===== src/rtl/lcd_pkg.sv =====
`default_nettype none
// ============================================================================
// Module   : lcd_pkg
// Purpose  : Shared encodings and frame builder for the PCF8574 LCD byte writer.
// Revision : 1.0
// ============================================================================
package lcd_pkg;

    localparam int c_cnt_w = 11;

    localparam logic [2:0] c_st_idle     = 3'd0;
    localparam logic [2:0] c_st_send     = 3'd1;
    localparam logic [2:0] c_st_wait_ack = 3'd2;
    localparam logic [2:0] c_st_settle   = 3'd3;
    localparam logic [2:0] c_st_done     = 3'd4;

    typedef enum logic [2:0] {
        ST_IDLE     = c_st_idle,
        ST_SEND     = c_st_send,
        ST_WAIT_ACK = c_st_wait_ack,
        ST_SETTLE   = c_st_settle,
        ST_DONE     = c_st_done
    } state_t;

    // Expander pin positions P0..P7
    localparam int c_bit_rs = 0;
    localparam int c_bit_rw = 1;
    localparam int c_bit_en = 2;
    localparam int c_bit_bl = 3;
    localparam int c_bit_d4 = 4;
    localparam int c_bit_d7 = 7;

    localparam logic [7:0] c_cmd_clear = 8'h01;
    localparam logic [7:0] c_cmd_home  = 8'h02;

    function automatic logic [7:0] build_frame(
        input logic [3:0] nibble,
        input logic       bl,
        input logic       en,
        input logic       rs
    );
        logic [7:0] frame;
        frame                     = 8'h00;
        frame[c_bit_d7:c_bit_d4]  = nibble;
        frame[c_bit_bl]           = bl;
        frame[c_bit_en]           = en;
        frame[c_bit_rw]           = 1'b0;
        frame[c_bit_rs]           = rs;
        return frame;
    endfunction

endpackage
`default_nettype wire


===== src/rtl/lcd_byte_writer.sv =====
`default_nettype none
// ============================================================================
// Module   : lcd_byte_writer
// Purpose  : Sends one HD44780 byte as four 4-bit-mode PCF8574 frames, then settles.
// Revision : 1.0
// ============================================================================
module lcd_byte_writer
    import lcd_pkg::*;
#(
    parameter int SHORT_WAIT = 40,
    parameter int LONG_WAIT  = 2000
) (
    input  logic       clk_1MHz,
    input  logic       rst,
    input  logic       ena_write,
    input  logic [7:0] data,
    input  logic       cmd_data,
    input  logic       backlight,
    output logic       done_write,
    output logic       busy,
    output logic       err,
    output logic [7:0] exp_data,
    output logic       exp_valid,
    input  logic       exp_done,
    input  logic       exp_nack
);

    localparam logic [c_cnt_w-1:0] c_short_last = c_cnt_w'(SHORT_WAIT - 1);
    localparam logic [c_cnt_w-1:0] c_long_last  = c_cnt_w'(LONG_WAIT - 1);

    state_t             r_state_q,    w_state_d;
    logic [1:0]         r_idx_q,      w_idx_d;
    logic [c_cnt_w-1:0] r_cnt_q,      w_cnt_d;
    logic [7:0]         r_data_q,     w_data_d;
    logic               r_cmd_data_q, w_cmd_data_d;
    logic               r_bl_q,       w_bl_d;
    logic               r_err_q,      w_err_d;
    logic [7:0]         r_exp_data_q, w_exp_data_d;

    logic               w_long;
    logic               w_settle_last;

    always_comb begin
        w_state_d     = r_state_q;
        w_idx_d       = r_idx_q;
        w_cnt_d       = r_cnt_q;
        w_data_d      = r_data_q;
        w_cmd_data_d  = r_cmd_data_q;
        w_bl_d        = r_bl_q;
        w_err_d       = r_err_q;
        w_exp_data_d  = r_exp_data_q;

        w_long        = !r_cmd_data_q && (r_data_q == c_cmd_clear || r_data_q == c_cmd_home);
        w_settle_last = w_long ? (r_cnt_q == c_long_last) : (r_cnt_q == c_short_last);

        case (r_state_q)
            ST_IDLE: begin
                if (ena_write) begin
                    w_data_d     = data;
                    w_cmd_data_d = cmd_data;
                    w_bl_d       = backlight;
                    w_err_d      = 1'b0;
                    w_idx_d      = 2'd0;
                    w_state_d    = ST_SEND;
                end
            end
            ST_SEND: begin
                w_state_d = ST_WAIT_ACK;
            end
            ST_WAIT_ACK: begin
                if (exp_done) begin
                    if (exp_nack) begin
                        w_err_d   = 1'b1;
                        w_state_d = ST_DONE;
                    end else if (r_idx_q == 2'd3) begin
                        w_cnt_d   = '0;
                        w_state_d = ST_SETTLE;
                    end else begin
                        w_idx_d   = r_idx_q + 2'd1;
                        w_state_d = ST_SEND;
                    end
                end
            end
            ST_SETTLE: begin
                if (w_settle_last) begin
                    w_state_d = ST_DONE;
                end else if (r_cnt_q != '1) begin
                    w_cnt_d = r_cnt_q + 1'b1;
                end
            end
            ST_DONE: begin
                w_state_d = ST_IDLE;
            end
            default: begin
                w_state_d = ST_IDLE;
            end
        endcase

        // Frame is registered on entry to SEND so it is stable for the whole I2C transfer.
        if (w_state_d == ST_SEND) begin
            w_exp_data_d = build_frame(w_idx_d[1] ? w_data_d[3:0] : w_data_d[7:4],
                                       w_bl_d, ~w_idx_d[0], w_cmd_data_d);
        end
    end

    always_ff @(posedge clk_1MHz) begin
        if (rst) begin
            r_state_q    <= ST_IDLE;
            r_idx_q      <= 2'd0;
            r_cnt_q      <= '0;
            r_data_q     <= 8'h00;
            r_cmd_data_q <= 1'b0;
            r_bl_q       <= 1'b0;
            r_err_q      <= 1'b0;
            r_exp_data_q <= 8'h00;
        end else begin
            r_state_q    <= w_state_d;
            r_idx_q      <= w_idx_d;
            r_cnt_q      <= w_cnt_d;
            r_data_q     <= w_data_d;
            r_cmd_data_q <= w_cmd_data_d;
            r_bl_q       <= w_bl_d;
            r_err_q      <= w_err_d;
            r_exp_data_q <= w_exp_data_d;
        end
    end

    assign busy       = (r_state_q != ST_IDLE);
    assign exp_valid  = (r_state_q == ST_SEND);
    assign done_write = (r_state_q == ST_DONE);
    assign err        = r_err_q;
    assign exp_data   = r_exp_data_q;

endmodule
`default_nettype wire


===== config.mk =====
export PLATFORM = sky130hd
export DESIGN_NAME = lcd_byte_writer
export DESIGN_NICKNAME = d
export VERILOG_FILES = /design/src/rtl/lcd_pkg.sv /design/src/rtl/lcd_byte_writer.sv
export SDC_FILE = /design/constraint.sdc
export NUM_CORES = 1
export LEC_CHECK = 0
export CORE_MARGIN = 5
export CORE_UTILIZATION = 56
export CTS_CLUSTER_DIAMETER = 60
export DETAILED_ROUTE_END_ITERATION = 8
export GPL_ROUTABILITY_DRIVEN = 1
export HOLD_SLACK_MARGIN = 0.03
export PLACE_DENSITY_LB_ADDON = 0.1
export SETUP_SLACK_MARGIN = 0.4
export SKIP_LAST_GASP = 1
export SLEW_MARGIN = 15
export SYNTH_ARGS = -nofsm -noshare
export SYNTH_HDL_FRONTEND = slang
export SYNTH_SLANG_ARGS = --single-unit

===== constraint.sdc =====
create_clock -name clk_1MHz -period 2.81 [get_ports clk_1MHz]
set_input_delay 0.4215 -clock clk_1MHz [delete_from_list [all_inputs] [get_ports clk_1MHz]]
set_output_delay 0.4215 -clock clk_1MHz [all_outputs]
set_load 0.005 [all_outputs]

==> impl_metrics.csv, run 1 <==
group,metric,value,unit
routing,num_vias,1515,
routing,top_layer_used,"met4",
routing,firstDrtPassIters,4,
global_route,grt_max_degree,31,
layout,utilization,0.710,
critical_path,crit_start,"r_cnt_q[0]",
die,fp.dieH,64.7,µm
logic_synthesis,synthDistinctLibCells,46,
logic_synthesis,synthCells,197,
clock_tree,postCtsSetupBuffers,0,
routing,ant_nets,0,
critical_path,worstRegToRegCells,6,
die,fp.dieW,64.7,µm
pwr,ir_drop,0.361,mV
timing,final-setup-viol-count,0,
critical_path,crit_fanout,8,
routing,drt_wl_total,3650,µm
placement,dp_cells,246,
placement,placed_cell_area,1930,µm²
logic_synthesis,synth.cell_area,1680,µm²
clock_tree,path_clk_slew,0.10,ns
global_route,gr-total-overflow,0,
die,num_rows,19,
job,cap_violations,0,
critical_path,start_kind,"flop",
clock_tree,insertion_delay,0.34,ns
placement,portBuffers,25,
layout,area_growth,18.7,%
global_route,antenna_found_initial,0,
logic_synthesis,synth_edf_count,0,
clock_tree,cts_max_path_buffers,2,
die,io_pins,27,
placement,dp_slack,0.333,ns
routing,routedWlPerCell,14.4,µm
run_status,status,"completed",
critical_path,crit_end,"r_cnt_q[9]",
logic_synthesis,async_flop_share,0,
layout,regArea,681,µm²
logic_synthesis,syn_area_per_cell,8.51,µm²
layout,nFillCells,221,
clock_tree,holdBufCountCts,0,
clock_tree,cts-root-buf,"clkbuf_4",
timing,max_slew_margin,0.559,
routing,route.met2.wl,1690,µm
critical_path,r2r-start,"r_cnt_q[0]",
worst_hold_path,hp-class,"flop to flop",
routing,wl_met1,1590,µm
clock_tree,cts_repair_resize_count,0,
placement,place.gp.congestion,0.877,
logic_synthesis,yosys_warnings,0,
die,dieArea,4190,µm²
clock_tree,clock_sinks,34,
critical_path,rr_endpoint,"r_cnt_q[9]",
layout,multiInputGateArea,916,µm²
clock_tree,cts_tree,"yes",
critical_path,worstSetupEndpointType,"flop",
timing,final_max_slew_viol_count,0,
critical_path,regToRegSetupSlack,0.61,ns
pwr,power_density,483,nW/µm²
routing,drc,0,
timing,final.setup.worst_slack,0.613,ns
logic_synthesis,synth_seq_cells,34,
logic_synthesis,synth_ff_type,"dfxtp_1",
placement,dpl.hpwl,2650,µm
timing,tightest_slew,0.653,ns
layout,diodes,0,
pwr,total_leakage_power,0.000743,µW
timing,final_hold_viol_count,0,
routing,drtIter0Drc,92,
timing,rsz0062_at_grt,"false",
layout,nets,238,
die,start_util,0.598,
layout,finalNonFillerCells,254,
timing,timing.fmax,0.455,GHz
layout,fin_area,1990,µm²
clock_tree,htree_num_levels,2,
global_route,grt_pass1_vias,1443,
layout,drive_gt1_frac,0.0987,
critical_path,crit_arrival,2.48,ns
die,core_area,2810,µm²
logic_synthesis,ys_seq_area_frac,0.406,
timing,fin_crit_sh,0.782,
global_route,grt_pass1_wl,6380,µm
critical_path,worstSetupPathType,"flop to flop",
routing,dr_wl_met3,304,µm
routing,avgViaCountPerCell,5.96,
timing,layout_min_cycle_time,2.20,ns
logic_synthesis,synth_nets,213,
global_route,grt_usage,0.193,
clock_tree,cts_buffers,5,
timing,fin_worst_skew,0.00722,ns
critical_path,crit_required,3.10,ns
timing,finalSetupTns,0,ns
==> placed cells by master (no fill, tap or decap), types with 3 or more instances in the layout <==
cell type	count
a211o_1	4
a211oi_1	3
a21oi_1	18
a21oi_2	5
and2_1	3
buf_4	3
clkbuf_4	5
clkdlybuf4s50_1	25
dfxtp_1	34
inv_1	6
mux2i_1	7
nand2_1	32
nand3_1	3
nor2_1	16
nor2b_1	4
nor3_1	5
o21ai_1	5
or3_1	3
xor2_1	5
==> layout make-up <==
| cell class | instances | area share |
|---|---|---|
| multi-input combinational | 147 | 0.460 |
| tap | 31 | 0.0195 |
| inverter | 6 | 0.0113 |
| sequential | 34 | 0.342 |
| clock buffer | 7 | 0.0277 |
| timing repair buffer | 28 | 0.137 |
| clock inverter | 1 | 0.00251 |
==> cell usage after synthesis (all sizes together), types with 3 or more instances <==
| master | number | area share |
|---|---|---|
| clkbuf | 6 | 0.013 |
| a211o | 4 | 0.021 |
| nand3 | 3 | 0.0090 |
| nor2 | 16 | 0.036 |
| a211oi | 3 | 0.013 |
| nor3 | 5 | 0.015 |
| inv | 6 | 0.013 |
| xor2 | 5 | 0.026 |
| mux2i | 7 | 0.042 |
| nor2b | 4 | 0.015 |
| buf | 4 | 0.021 |
| nand2 | 32 | 0.072 |
| or3 | 3 | 0.011 |
| dfxtp | 34 | 0.41 |
| o21ai | 6 | 0.018 |
| nor3b | 3 | 0.016 |
| and2 | 3 | 0.011 |
| a21oi | 23 | 0.080 |
==> cell families (layout without fill, tap and decap cells) <==
kind of cell,Yosys count,after routing,share of synthesized area
and+or+nand+nor,83,83,0.250
buffers and inverters,16,42,0.0478
AOI/OAI and AO/OA,48,48,0.205
DFF,34,34,0.406
other,1,1,0.00224
adders and majority gates,1,1,0.00746
muxes,9,9,0.0552
xor gates and xnor gates,5,5,0.0261
==> stage by stage <==
step	hold WS, ns	power, µW
2_1_floorplan	0.437	626
3_3_place_gp	0.449	686
3_5_place_dp	0.453	692
4_1_cts	0.475	972
5_1_grt	0.503	1020
6_report	0.471	962
==> registers in the layout (all words and copies together) (netlist names) <==
register      flops
r_cnt_q          11
r_data_q          8
exp_data          7
r_state_q         3
r_idx_q           2
err               1
r_bl_q            1
r_cmd_data_q      1
==> routing by layer <==
layer  GRT usage  vias up
met4      0.0950        0
met3      0.0449        9
met2       0.317       66
met5           0        -
met1       0.237      692
li1            -      748
==> worst min-delay path by stage <==
stage	cells past startpoint	slack, ns	from	end
global placement	1	0.45	exp_data[2]	exp_data[2]
CTS	2	0.47	exp_data[4]	exp_data[4]
detailed placement	1	0.45	exp_data[2]	exp_data[2]
floorplan	2	0.44	r_bl_q	r_bl_q
global route	2	0.50	exp_data[4]	exp_data[4]
finish	2	0.47	exp_data[4]	exp_data[4]
==> worst max-delay path, stage by stage (launching register included) <==
cell and delay [ns]:
dfxtp_1 0.36, ha_1 0.24, and3_1 0.22, a41oi_1 0.56
o21ai_1 0.20, or4_1 0.49, nand2_1 0.08
==> report_power, final <==
part | total (µW) | internal [µW] | switching (µW)
registers | 524 | 505 | 18.4
clock network | 282 | 121 | 161
logic | 156 | 81.2 | 74.9
total | 962 | 708 | 254
Note: power is estimated with default switching activity, not from simulation.
==> inputs of run 2 (changes only) <==
--- a/config.mk
+++ b/config.mk
@@ -6,7 +6,7 @@
 export NUM_CORES = 1
 export LEC_CHECK = 0
 export CORE_MARGIN = 5
-export CORE_UTILIZATION = 56
+export CORE_UTILIZATION = 52
 export CTS_CLUSTER_DIAMETER = 60
 export DETAILED_ROUTE_END_ITERATION = 8
 export GPL_ROUTABILITY_DRIVEN = 1
==> constraint.sdc (replaced) <==
create_clock -name clk_1MHz -period 2.15 [get_ports clk_1MHz]
set_input_delay 0.3225 -clock clk_1MHz [delete_from_list [all_inputs] [get_ports clk_1MHz]]
set_output_delay 0.3225 -clock clk_1MHz [all_outputs]
set_load 0.005 [all_outputs]
==> impl_metrics.csv, run 2 (synthesis results as in run 1) <==
group,metric,value,unit
global_route,grt_max_degree,31,
routing,drc,0,
die,dieArea,4460,µm²
clock_tree,htree_num_levels,2,
routing,drtIter0Drc,128,
worst_hold_path,hp-class,"input port to flop",
layout,area_growth,33.2,%
die,num_rows,20,
layout,fin_area,2230,µm²
clock_tree,cts_tree,"yes",
clock_tree,cts_buffers,5,
die,core_area,3080,µm²
timing,final_max_slew_viol_count,0,
job,cap_violations,0,
timing,final_hold_viol_count,0,
timing,finalSetupTns,0,ns
timing,fin_worst_skew,0.00734,ns
timing,rsz0062_at_grt,"true",
layout,nFillCells,246,
critical_path,crit_required,2.42,ns
critical_path,rr_endpoint,"exp_data[4]",
routing,firstDrtPassIters,4,
placement,dpl.hpwl,2780,µm
critical_path,start_kind,"flop",
run_status,status,"completed",
critical_path,regToRegSetupSlack,0.33,ns
global_route,grt_pass1_vias,1517,
critical_path,crit_arrival,2.09,ns
routing,ant_nets,0,
clock_tree,path_clk_slew,0.09,ns
timing,timing.fmax,0.549,GHz
layout,layout_common_cells,"32 x nand2_1, 30 x dfxtp_1, 20 x clkdlybuf4s50_1, 18 x buf_4, 17 x a21oi_1",
critical_path,crit_start,"r_state_q[2]",
clock_tree,clock_sinks,34,
layout,drive_gt1_frac,0.234,
placement,place.gp.congestion,0.819,
timing,fin_crit_sh,0.847,
layout,top_register,"r_cnt_q",
die,fp.dieH,66.8,µm
die,start_util,0.545,
clock_tree,holdBufCountCts,0,
pwr,ir_drop,0.478,mV
pwr,total_power,1240,µW
pwr,total_leakage_power,0.000864,µW
die,fp.dieW,66.8,µm
die,io_pins,27,
global_route,antenna_found_initial,0,
placement,placed_cell_area,2020,µm²
global_route,grt_usage,0.194,
critical_path,crit_end,"exp_data[4]",
layout,nets,255,
routing,drt_wl_total,4040,µm
routing,routedWlPerCell,14.3,µm
clock_tree,cts-root-buf,"clkbuf_4",
layout,largest_reg_flops,11,
timing,layout_min_cycle_time,1.82,ns
global_route,gr-total-overflow,0,
layout,diodes,0,
placement,portBuffers,25,
routing,avgViaCountPerCell,5.44,
critical_path,worstSetupPathType,"flop to flop",
pwr,power_density,553,nW/µm²
timing,final-setup-viol-count,0,
layout,final_common_cell,"nand2_1",
routing,num_vias,1539,
clock_tree,insertion_delay,0.33,ns
critical_path,r2r-start,"r_state_q[2]",
global_route,grt_pass1_wl,6620,µm
critical_path,worstRegToRegCells,5,
clock_tree,cts_max_path_buffers,2,
critical_path,crit_fanout,7,
critical_path,worstSetupEndpointType,"flop",
run 2: per-layer routing:
metal / part of all wire / up-vias / global-route usage
li1: - / 784 / -
met1: 0.44 / 714 / 0.227
met2: 0.50 / 37 / 0.342
met3: 0.048 / 4 / 0.0573
met4: 0.0094 / 0 / 0.0533
met5: 0 / - / 0
run 2: per-stage QoR:
| step | setup WS, ns | cells | util | hold slack, ns |
|---|---|---|---|---|
| after CTS | 0.295 | 278 | 0.692 | 0.471 |
| final | 0.329 | 283 | 0.726 | 0.426 |
| after detailed placement | -0.0396 | 267 | 0.657 | 0.456 |
| after global routing | 0.269 | 283 | 0.726 | 0.475 |
| after floorplan | 0.315 | 197 | - | 0.437 |
| after global placement | -0.00839 | 267 | 0.657 | 0.446 |
run 2: worst min path at each step:
stage,cells after the start,start,endpoint
2_1_floorplan,2,r_bl_q,r_bl_q
3_3_place_gp,2,r_bl_q,r_bl_q
3_5_place_dp,2,r_bl_q,r_bl_q
4_1_cts,2,r_bl_q,r_bl_q
5_1_grt,4,exp_done,r_state_q[1]
6_report,4,exp_done,r_state_q[1]
run 2: power breakdown:
group,internal (µW),switching [µW]
combinational,122,107
sequential,660,25.6
clock,123,198
total,905,331
run 2: layout make-up:
| cell class | count | area (µm²) | share of cell area |
|---|---|---|---|
| clock buffer | 7 | 45.0 | 0.0202 |
| inverter | 6 | 22.5 | 0.0101 |
| multi-input combinational | 147 | 1010 | 0.452 |
| sequential | 34 | 693 | 0.310 |
| tap | 44 | 55.1 | 0.0246 |
| timing repair buffer | 45 | 409 | 0.183 |
run 2: worst max-delay path, stage by stage (launching register included):
cell and delay [ns]:
dfxtp_4 0.37, or4b_4 0.56, a32oi_4 0.31, mux2i_1 0.13
a211o_1 0.28, a21oi_2 0.11
run 2: repair_timing:
action / CTS / global route
endpoints found under the setup margin: 16 / 17
pin swaps: 6 / 13
setup buffers: 4 / 5
gates resized for setup: 15 / 16
